--- src/rtl/vga_timing_gen.sv ---
// Purpose : raster timing generator (pixel strobe, h/v position, sync/blank levels, event pulses).
// Latency : one clk_i from the strobe edge to timing_o/x_o/y_o; first valid CLK_DIV edges after release.
// Backpressure: none; free-running while en_i=1, en_i=0 holds the generator in its reset state.
//
// Ports:
//   clk_i        system clock
//   rst_ni       asynchronous active-low reset
//   en_i         1: run, 0: synchronously return to the reset state
//   timing_o     VGA_Timing struct (valid, levels, single-cycle pulses)
//   x_o, y_o     position of the pixel described by timing_o
//   frame_cnt_o  completed frames; counts only when VTG_FRAME_CNT_EN is defined, else tied to 0
//
// Build option: define VTG_FRAME_CNT_EN to enable the frame counter.

package vga_timing_pkg;
  typedef struct packed {
    logic valid;
    logic blank_n;
    logic hsync_n;
    logic vsync_n;
    logic end_of_line;
    logic end_of_visible_line;
    logic next_line_visible;
    logic end_of_frame;
  } VGA_Timing;
endpackage

module vga_timing_gen
  import vga_timing_pkg::*;
#(
  parameter int H_VISIBLE = 640,
  parameter int H_FRONT   = 16,
  parameter int H_SYNC    = 96,
  parameter int H_BACK    = 48,
  parameter int V_VISIBLE = 480,
  parameter int V_FRONT   = 10,
  parameter int V_SYNC    = 2,
  parameter int V_BACK    = 33,
  parameter int CLK_DIV   = 2,
  parameter int SYNC_POS  = 0
) (
  input  logic        clk_i,
  input  logic        rst_ni,
  input  logic        en_i,
  output VGA_Timing   timing_o,
  output logic [10:0] x_o,
  output logic [10:0] y_o,
  output logic [15:0] frame_cnt_o
);

  localparam int H_TOTAL = H_VISIBLE + H_FRONT + H_SYNC + H_BACK;
  localparam int V_TOTAL = V_VISIBLE + V_FRONT + V_SYNC + V_BACK;
  localparam int DIV_W   = (CLK_DIV > 1) ? $clog2(CLK_DIV) : 1;

  localparam logic [DIV_W-1:0] DIV_LAST = DIV_W'(CLK_DIV - 1);

  // Bounds are 12 bits wide so an end-exclusive bound of 2048 still fits.
  localparam logic [11:0] H_VIS   = 12'(H_VISIBLE);
  localparam logic [11:0] H_VIS_L = 12'(H_VISIBLE - 1);
  localparam logic [11:0] HS_BEG  = 12'(H_VISIBLE + H_FRONT);
  localparam logic [11:0] HS_END  = 12'(H_VISIBLE + H_FRONT + H_SYNC);
  localparam logic [11:0] H_LAST  = 12'(H_TOTAL - 1);
  localparam logic [11:0] V_VIS   = 12'(V_VISIBLE);
  localparam logic [11:0] VS_BEG  = 12'(V_VISIBLE + V_FRONT);
  localparam logic [11:0] VS_END  = 12'(V_VISIBLE + V_FRONT + V_SYNC);
  localparam logic [11:0] V_LAST  = 12'(V_TOTAL - 1);

  // Inactive pin level of the sync outputs.
  localparam logic SYNC_IDLE = (SYNC_POS == 0) ? 1'b1 : 1'b0;

  localparam VGA_Timing TIM_RST = '{
    valid: 1'b0, blank_n: 1'b0, hsync_n: SYNC_IDLE, vsync_n: SYNC_IDLE,
    end_of_line: 1'b0, end_of_visible_line: 1'b0, next_line_visible: 1'b0,
    end_of_frame: 1'b0
  };

  if (H_TOTAL > 2048 || V_TOTAL > 2048 || CLK_DIV < 1) begin : g_param_err
    $error("vga_timing_gen: H_TOTAL/V_TOTAL must be <= 2048 and CLK_DIV >= 1");
  end

  logic [DIV_W-1:0] div_q, div_d;
  logic [10:0]      h_q, h_d, v_q, v_d, x_q, x_d, y_q, y_d, v_next;
  VGA_Timing        tim_q, tim_d, pix;
  logic [11:0]      h_ext, v_ext;
  logic             strobe, h_last, v_last;

  always_comb begin
    h_ext  = {1'b0, h_q};
    v_ext  = {1'b0, v_q};
    strobe = (div_q == DIV_LAST);
    h_last = (h_ext == H_LAST);
    v_last = (v_ext == V_LAST);
    v_next = v_last ? 11'd0 : v_q + 11'd1;

    // Description of the pixel at the current (h,v).
    pix.valid               = 1'b1;
    pix.blank_n             = (h_ext < H_VIS) && (v_ext < V_VIS);
    pix.hsync_n             = ((h_ext >= HS_BEG) && (h_ext < HS_END)) ? ~SYNC_IDLE : SYNC_IDLE;
    pix.vsync_n             = ((v_ext >= VS_BEG) && (v_ext < VS_END)) ? ~SYNC_IDLE : SYNC_IDLE;
    pix.end_of_line         = h_last;
    pix.end_of_visible_line = (h_ext == H_VIS_L) && (v_ext < V_VIS);
    pix.next_line_visible   = ({1'b0, v_next} < V_VIS);
    pix.end_of_frame        = h_last && v_last;

    // Non-strobe edges: levels and position hold, valid and pulses drop.
    div_d                     = strobe ? '0 : div_q + DIV_W'(1);
    h_d                       = h_q;
    v_d                       = v_q;
    x_d                       = x_q;
    y_d                       = y_q;
    tim_d                     = tim_q;
    tim_d.valid               = 1'b0;
    tim_d.end_of_line         = 1'b0;
    tim_d.end_of_visible_line = 1'b0;
    tim_d.next_line_visible   = 1'b0;
    tim_d.end_of_frame        = 1'b0;

    if (strobe) begin
      tim_d = pix;
      x_d   = h_q;
      y_d   = v_q;
      h_d   = h_last ? 11'd0 : h_q + 11'd1;
      if (h_last) v_d = v_next;
    end

    // Disable always restarts from (0,0) with no partial line.
    if (!en_i) begin
      div_d = '0;
      h_d   = '0;
      v_d   = '0;
      x_d   = '0;
      y_d   = '0;
      tim_d = TIM_RST;
    end
  end

  always_ff @(posedge clk_i or negedge rst_ni) begin
    if (!rst_ni) begin
      div_q <= '0;
      h_q   <= '0;
      v_q   <= '0;
      x_q   <= '0;
      y_q   <= '0;
      tim_q <= TIM_RST;
    end else begin
      div_q <= div_d;
      h_q   <= h_d;
      v_q   <= v_d;
      x_q   <= x_d;
      y_q   <= y_d;
      tim_q <= tim_d;
    end
  end

  assign timing_o = tim_q;
  assign x_o      = x_q;
  assign y_o      = y_q;

`ifdef VTG_FRAME_CNT_EN
  logic [15:0] frame_cnt_q;

  // Increments on the same edge that registers end_of_frame.
  always_ff @(posedge clk_i or negedge rst_ni) begin
    if (!rst_ni) begin
      frame_cnt_q <= '0;
    end else if (en_i && strobe && pix.end_of_frame) begin
      frame_cnt_q <= frame_cnt_q + 16'd1;
    end
  end

  assign frame_cnt_o = frame_cnt_q;
`else
  assign frame_cnt_o = 16'h0000;
`endif

endmodule
--- config.mk ---
export PLATFORM = sky130hd
export DESIGN_NAME = vga_timing_gen
export DESIGN_NICKNAME = d
export VERILOG_FILES = /design/src/rtl/vga_timing_gen.sv
export SDC_FILE = /design/constraint.sdc
export NUM_CORES = 1
export LEC_CHECK = 0
export CAP_MARGIN = 15
export CORE_ASPECT_RATIO = 0.5
export CORE_MARGIN = 10
export CORE_UTILIZATION = 45
export DETAILED_ROUTE_END_ITERATION = 7
export PLACE_DENSITY = 0.8
export REMOVE_ABC_BUFFERS = 1
export SLEW_MARGIN = 20
export SYNTH_ARGS = -nofsm -noshare
export SYNTH_HDL_FRONTEND = slang
export SYNTH_SLANG_ARGS = --single-unit
--- constraint.sdc ---
create_clock -name clk_i -period 4.7 [get_ports clk_i]
set_input_delay 0.705 -clock clk_i [delete_from_list [all_inputs] [get_ports clk_i]]
set_output_delay 0.705 -clock clk_i [all_outputs]
set_load 0.03 [all_outputs]
# Yosys cells after proc, flatten, opt, wreduce, memory -nomap -nowiden
# Cells that the tools add are included.
# Widths: inputs -> output; s select.
[classes]
addsub = 3
order_cmp = 7
eq_ne = 5
mux = 17
n_reduce_logical = 6
[ops]
columns = ["op", "count"]
rows = [
  ["$mux 11", 11],
  ["$eq 11x10->1 const B", 3],
  ["$lt 11x9->1 const B", 3],
  ["$add 11x1->11 const B", 2],
  ["$lt 11x10->1 const B", 2],
  ["$mux 8", 2],
  ["$ge 11x10->1 const B", 1],
  ["$ge 11x9->1 const B", 1],
  ["$logic_and 1x1->1", 5],
  ["$mux 1", 4],
  ["$ne 2x1->1 const B", 2],
  ["$reduce_and 2->1", 1],
  ["$add 1x1->1 const B", 1],
]
[totals]
reg_bits = 53
input_bits = 3
out_inout_bits = 46
elab_cells = 51

# Logic depth before layout (Yosys ltp)
# Gate-level depths: netlist (run 1).
[logic_depth]
depth_word = 5
depth_mapped = 7
depth_no_buf = 6

# Least setup slack after synthesis (run 1)
# OpenSTA, ideal clock, no wires.
[synth_path]
kind = "input to register"
from = "input en_i"
to = "register v_q[9]"
setup_ns = 0.090
arrival_ns = 1.868
t_required_ns = 4.610
slack_ns = 2.742
stages = 5
path_buffers = 1
path_cell_list = "clkbuf_1 -> nand4_1 -> or4_4 -> or3_1 -> o221ai_1"
[synth_via]
elab_chain_len = 2
word_cells_on_any_way = 4
classes_between = "eq/ne (2); mux (1); reduce/logical (1)"
[synth_lines]
columns = ["element", "line", "rtl"]
rows = [
  ["from (decl)", "44", "input logic en_i,"],
  ["$ne 2x1->1 (no line)", "n/a", ""],
  ["$reduce_and 2->1 (no line)", "n/a", ""],
  ["to (signal assigned)", "148", "v_q <= v_d;"],
  ["to (decl)", "82", "logic [10:0] h_q, h_d, v_q, v_d, x_q, x_d, y_q, y_d, v_next;"],
]
# Several ways; a longest one is shown, not always the timed one.
# A chain may end at the register's enable or synchronous reset.

# Worst setup path in the final report (run 1)
[layout_path]
from = "input en_i"
to = "register v_q[6]"
# The elaborated chain is that of the path after synthesis.

==> run_results.csv, run 1 <==
group,metric,value,unit
status,status,"complete, no violations",
floorplanning,ios,49,
floorplanning,initial_core_util,46.10,%
drt,dr.first_iter.drc_count,205,
drt,ant_nets,0,
sta,slew_viol_final,0,
floorplanning,die_w,131.2,um
placed_design,io_buffer_count,32,
critical_path,path_max_fanout,13,
power,p_leak,1.349,nW
logic_synthesis,syn_avg_cell_area,10.30,sq um
sta,tns,0,ps
placed_design,hpwl,4112,um
cells_and_area,num_antenna_cells,0,
logic_synthesis,synth_edf_count,0,
floorplanning,die_h,75.58,um
cells_and_area,areaGrowthSynthToFinish,16.83,%
cells_and_area,final_common_cell,"dfrtp_1",
critical_path,required,4900,ps
clocking,cts_buffers,5,
logic_synthesis,synthesis.area,2780,sq um
power,total_power,0.9446,mW
global_route,grtUsageTotal,11.90,%
global_route,grt.overflow.total,0,
logic_synthesis,async_reset_ff_share,100.0,%
cells_and_area,most-common-layout-cells,"dfrtp_1, clkdlybuf4s50_1, mux2i_1",
cells_and_area,final_layout_size_suffix_gt1_share,6.803,%
clocking,clk-insertion-delay-late,290,ps
cells_and_area,fin_nets,301,
drt,wl_per_cell,15.50,um
sta,hold_violations,0,
logic_synthesis,yosysWarnings,0,
clocking,post_cts_buffers,0,
global_route,met2_usage,20.55,%
global_route,top_usage_layer,"met2",
floorplanning,core_area,6031,sq um
cells_and_area,nFillCells,508,
sta,slew_headroom,44.89,%
placed_design,gp_congestion,0.8990,
critical_path,crit_arrival,2540,ps
sta,worst_pin_slew,826.7,ps
logic_synthesis,ys_seq_area_share,47.79,%
floorplanning,fp.dieArea,9913,sq um
clocking,cts_resized,0,
drt,drt_pass1_iterations,4,
global_route,grt_max_degree,54,
drt,drc,0,
sta,min_period,2342,ps
global_route,met1_usage,14.35,%
clocking,cts_tree,"yes",
clocking,hold_buffers,0,
logic_synthesis,synth-main-ff-cell,"dfrtp_1",
sta,fin_worst_skew,5.573,ps
global_route,grt_pass1_wl,9791,um
clocking,clock_path_buffers,2,
critical_path,reg2reg_from,"h_q[0]",
sta,clock.fmax,427.1,MHz
logic_synthesis,ys_ff_latch,53,
drt,viasPerCell,5.348,
clocking,h-tree-depth,2,
power,power_density,290.8,nW/um^2
critical_path,end_kind,"flop",
critical_path,worstSetupStartpoint,"en_i",
min_path,hold_class,"in -> async",
drt,dr_total_vias,2043,
clocking,clock-sinks,53,
global_route,grt_pass1_vias,2020,
sta,holdWs,526.5,ps
critical_path,crit_type,"in -> reg",
sta,rsz0062_at_grt,"no",
clocking,path_clk_slew,60,ps
logic_synthesis,ys_types,49,
job,drv_cap,0,
global_route,met3_usage,3.092,%
sta,fin_crit_sh,49.82,%
logic_synthesis,synthCells,270,
drt,drt_wl_total,5922,um
global_route,grt_antenna_before_repair,0,
clocking,clockRootBuffer,"clkbuf_16",
power,ir_worst_vdd,0.1435,mV
critical_path,critPathLaunchType,"input port",
sta,setup_violations,0,
floorplanning,row_count,20,
-- cell families after synthesis --
group	synth area share, %
adder cells (fa/ha/maj)	1.800
other	0.1349
flip-flops	47.79
XOR/XNOR	3.780
multiplexers	8.281
AO/OA/AOI/OAI	7.201
buffers and inverters	8.820
AND/OR/NAND/NOR	22.19
-- flip-flops by register name (all words and copies together) (netlist names) --
name	cells
y_o	11
h_q	11
x_o	11
v_q	11
timing_o	8
div_q	1
-- worst paths after layout --
| path | endpoint | slack [ps] | depth (start not counted) |
|---|---|---|---|
| max | v_q[6] | 2360 | 6 |
| min | h_q[0] | 530 | 2 |
| max reg2reg | v_q[6] | 2580 | 5 |
| min reg2reg | y_o[3] | 540 | 2 |
| max in group asynchronous | v_q[8] | 3730 | 2 |
| min in group clk_i | y_o[3] | 540 | 2 |
-- synthesized netlist by cell type (all sizes together) (4+ instances only) --
| cell type | count | area share [%] |
|---|---|---|
| nor2b | 22 | 5.0 |
| nand4 | 12 | 3.2 |
| ha | 4 | 1.8 |
| and4 | 4 | 1.3 |
| o21ai | 9 | 1.6 |
| nand2 | 15 | 2.1 |
| dfrtp | 51 | 46 |
| clkbuf | 9 | 1.2 |
| nand3 | 15 | 2.7 |
| nor2 | 9 | 1.2 |
| xor2 | 5 | 1.6 |
| mux2i | 23 | 8.3 |
| inv | 13 | 1.8 |
| xnor2 | 7 | 2.2 |
| o22ai | 4 | 0.90 |
| buf | 24 | 5.9 |
-- critical path, cell delays in order --
cell,delay [ps]
clkdlybuf4s50_1,770
nand4_1,160
or4_4,460
inv_2,140
nand2_2,120
o221ai_1,190
-- where the power goes --
group | switching [mW] | internal, mW
combinational | 0.0493 | 0.0204
clock | 0.156 | 0.247
sequential | 0.00981 | 0.461
total | 0.215 | 0.729
-- per-layer routing --
metal  part of all wire, %  vias to the layer above  wire length, um
met1                    44                      998             2581
met4                   1.1                        0               68
met5                     0                        -                0
met3                   7.6                        7              452
li1                      -                      964                -
met2                    48                       74             2820
-- cell type report --
type | instances | area (sq um) | share of cell area [%]
Inverter | 13 | 48.80 | 1.502
Multi-Input combinational cell | 186 | 1262 | 38.87
Clock inverter | 2 | 35.03 | 1.079
Timing Repair Buffer | 35 | 337.8 | 10.40
Clock buffer | 5 | 125.1 | 3.852
Sequential cell | 53 | 1329 | 40.91
Tap cell | 88 | 110.1 | 3.390
-- stage by stage --
step	worst slack, ps	cells	instance area, sq um	utilization [%]
2_1_floorplan	2493	252	2640	-
3_3_place_gp	2161	375	3088	51.20
3_5_place_dp	2085	375	3088	51.20
5_1_grt	2254	382	3248	53.86
4_1_cts	2373	382	3248	53.86
6_report	2358	382	3248	53.86
No activity file was read; power rests on OpenSTA's default activity.
==> inputs of run 2 (changes only) <==
clock period = 2.3 ns   (was 4.7 ns; I/O delays follow)
==> run 2 against run 1 <==
Worst hold slack got worse by 450 ps; die area did not move; first-iteration DRC count fell by 15%; critical endpoint is now v_q[9]; largest cell class unchanged.
==> run_results.csv, run 2 (synthesis gave the netlist of run 1 again) <==
group,metric,value,unit
status,status,"complete, no violations",
drt,ant_nets,0,
drt,drt_pass1_iterations,4,
placed_design,gp_congestion,0.8431,
drt,dr.first_iter.drc_count,175,
sta,rsz0062_at_grt,"no",
clocking,clockRootBuffer,"clkbuf_16",
critical_path,critPathLaunchType,"flop",
sta,setup_violations,0,
floorplanning,die_w,131.2,um
drt,wl_per_cell,15.75,um
sta,slew_headroom,58.10,%
critical_path,rr_worst_depth,5,
floorplanning,initial_core_util,46.10,%
job,drv_cap,0,
power,ir_worst_vdd,0.2605,mV
clocking,path_clk_slew,70,ps
sta,slew_viol_final,0,
cells_and_area,final_common_cell,"dfrtp_1",
cells_and_area,instances_no_fill,383,
sta,fin_worst_skew,5.019,ps
drt,dr_total_vias,2063,
clocking,post_cts_buffers,0,
global_route,grt_pass1_vias,2082,
min_path,hold_class,"in -> async",
critical_path,endpoint,"v_q[9]",
sta,fin_crit_sh,86.46,%
floorplanning,row_count,20,
placed_design,hpwl,4344,um
cells_and_area,final_util,53.90,%
critical_path,required,2450,ps
critical_path,crit_type,"reg -> reg",
clocking,clock-sinks,53,
clocking,cts_buffers,5,
critical_path,rrSetupSlack,310,ps
sta,tns,0,ps
global_route,grtUsageTotal,12.57,%
sta,clock.fmax,502.9,MHz
drt,drt_wl_total,6034,um
placed_design,dp.cells,376,
sta,worst_pin_slew,628.5,ps
power,power_density,567.1,nW/um^2
critical_path,path_max_fanout,14,
clocking,clock_path_buffers,2,
clocking,cts_resized,0,
clocking,clk-insertion-delay-late,290,ps
clocking,cts_tree,"yes",
drt,drc,0,
global_route,grt_pass1_wl,10290,um
floorplanning,die_h,75.58,um
floorplanning,core_area,6031,sq um
cells_and_area,final_layout_size_suffix_gt1_share,6.780,%
cells_and_area,num_antenna_cells,0,
cells_and_area,fin_nets,302,
global_route,grt_antenna_before_repair,0,
cells_and_area,areaGrowthSynthToFinish,16.92,%
placed_design,io_buffer_count,32,
critical_path,worstSetupStartpoint,"h_q[1]",
sta,min_period,1989,ps
global_route,grt.overflow.total,0,
critical_path,worst_r2r_endpoint,"v_q[9]",
placed_design,dpl-instance-area,3108,sq um
cells_and_area,design_area,3251,sq um
global_route,grt_max_degree,34,
critical_path,reg2reg_from,"h_q[1]",
critical_path,end_kind,"flop",
drt,viasPerCell,5.386,
floorplanning,ios,49,
cells_and_area,most-common-layout-cells,"dfrtp_1, clkdlybuf4s50_1, mux2i_1",
critical_path,crit_arrival,2140,ps
clocking,hold_buffers,0,
clocking,h-tree-depth,2,
sta,hold_violations,0,
floorplanning,fp.dieArea,9913,sq um
power,p_leak,1.349,nW
[run 2: changes by cell type in the layout (fill, tap and decap cells not counted)]
| cell | change |
|---|---|
| buf_12 | +1 |
| bufinv_16 | -1 |
| clkbuf_1 | +1 |
| clkbuf_8 | +1 |
| clkinv_2 | -1 |
[run 2: per-stage QoR]
stage | setup slack (ps) | hold slack, ps | power, mW
floorplan | 92.90 | 49.41 | 1.067
global route | 205.2 | 122.7 | 1.917
CTS | 323.3 | 89.47 | 1.859
finish | 311.4 | 75.73 | 1.843
global placement | 342.5 | 381.1 | 1.123
detailed placement | 290.7 | 398.7 | 1.127
[run 2: worst min-delay path by stage]
stage / end / slack, ps / depth (start not counted)
floorplan: div_q / 50 / 0
global placement: x_o[4] / 380 / 1
detailed placement: x_o[4] / 400 / 1
CTS: v_q[5] / 90 / 1
global route: h_q[5] / 120 / 1
finish: x_o[4] / 80 / 1
[run 2: report_power, final]
part | switching (mW) | internal [mW]
clock network | 0.305 | 0.428
registers | 0.0143 | 0.943
logic | 0.108 | 0.0449
[run 2: area by class of cell]
| cell class | count | area (sq um) |
|---|---|---|
| inverters | 13 | 48.80 |
| fillers | 499 | 2780 |
| well taps | 88 | 110.1 |
| clock buffers | 7 | 142.6 |
| multi-input cells | 186 | 1262 |
| repair buffers | 36 | 357.8 |
| flip-flops and latches | 53 | 1329 |
[run 2: routing by layer]
| metal | up-vias | GRT usage, % | share of wire, % |
|---|---|---|---|
| li1 | 959 | - | - |
| met1 | 1022 | 14.70 | 44 |
| met2 | 74 | 21.88 | 49 |
| met3 | 8 | 3.750 | 6.3 |
| met4 | 0 | 4.827 | 1.5 |
| met5 | - | 0 | 0 |
[run 2: critical path, stage by stage (launching register included)]
cell and delay [ps]:
dfrtp_1 430, ha_1 310, and4bb_2 320, nand4_4 170, nand2_1 450, o221ai_1 180
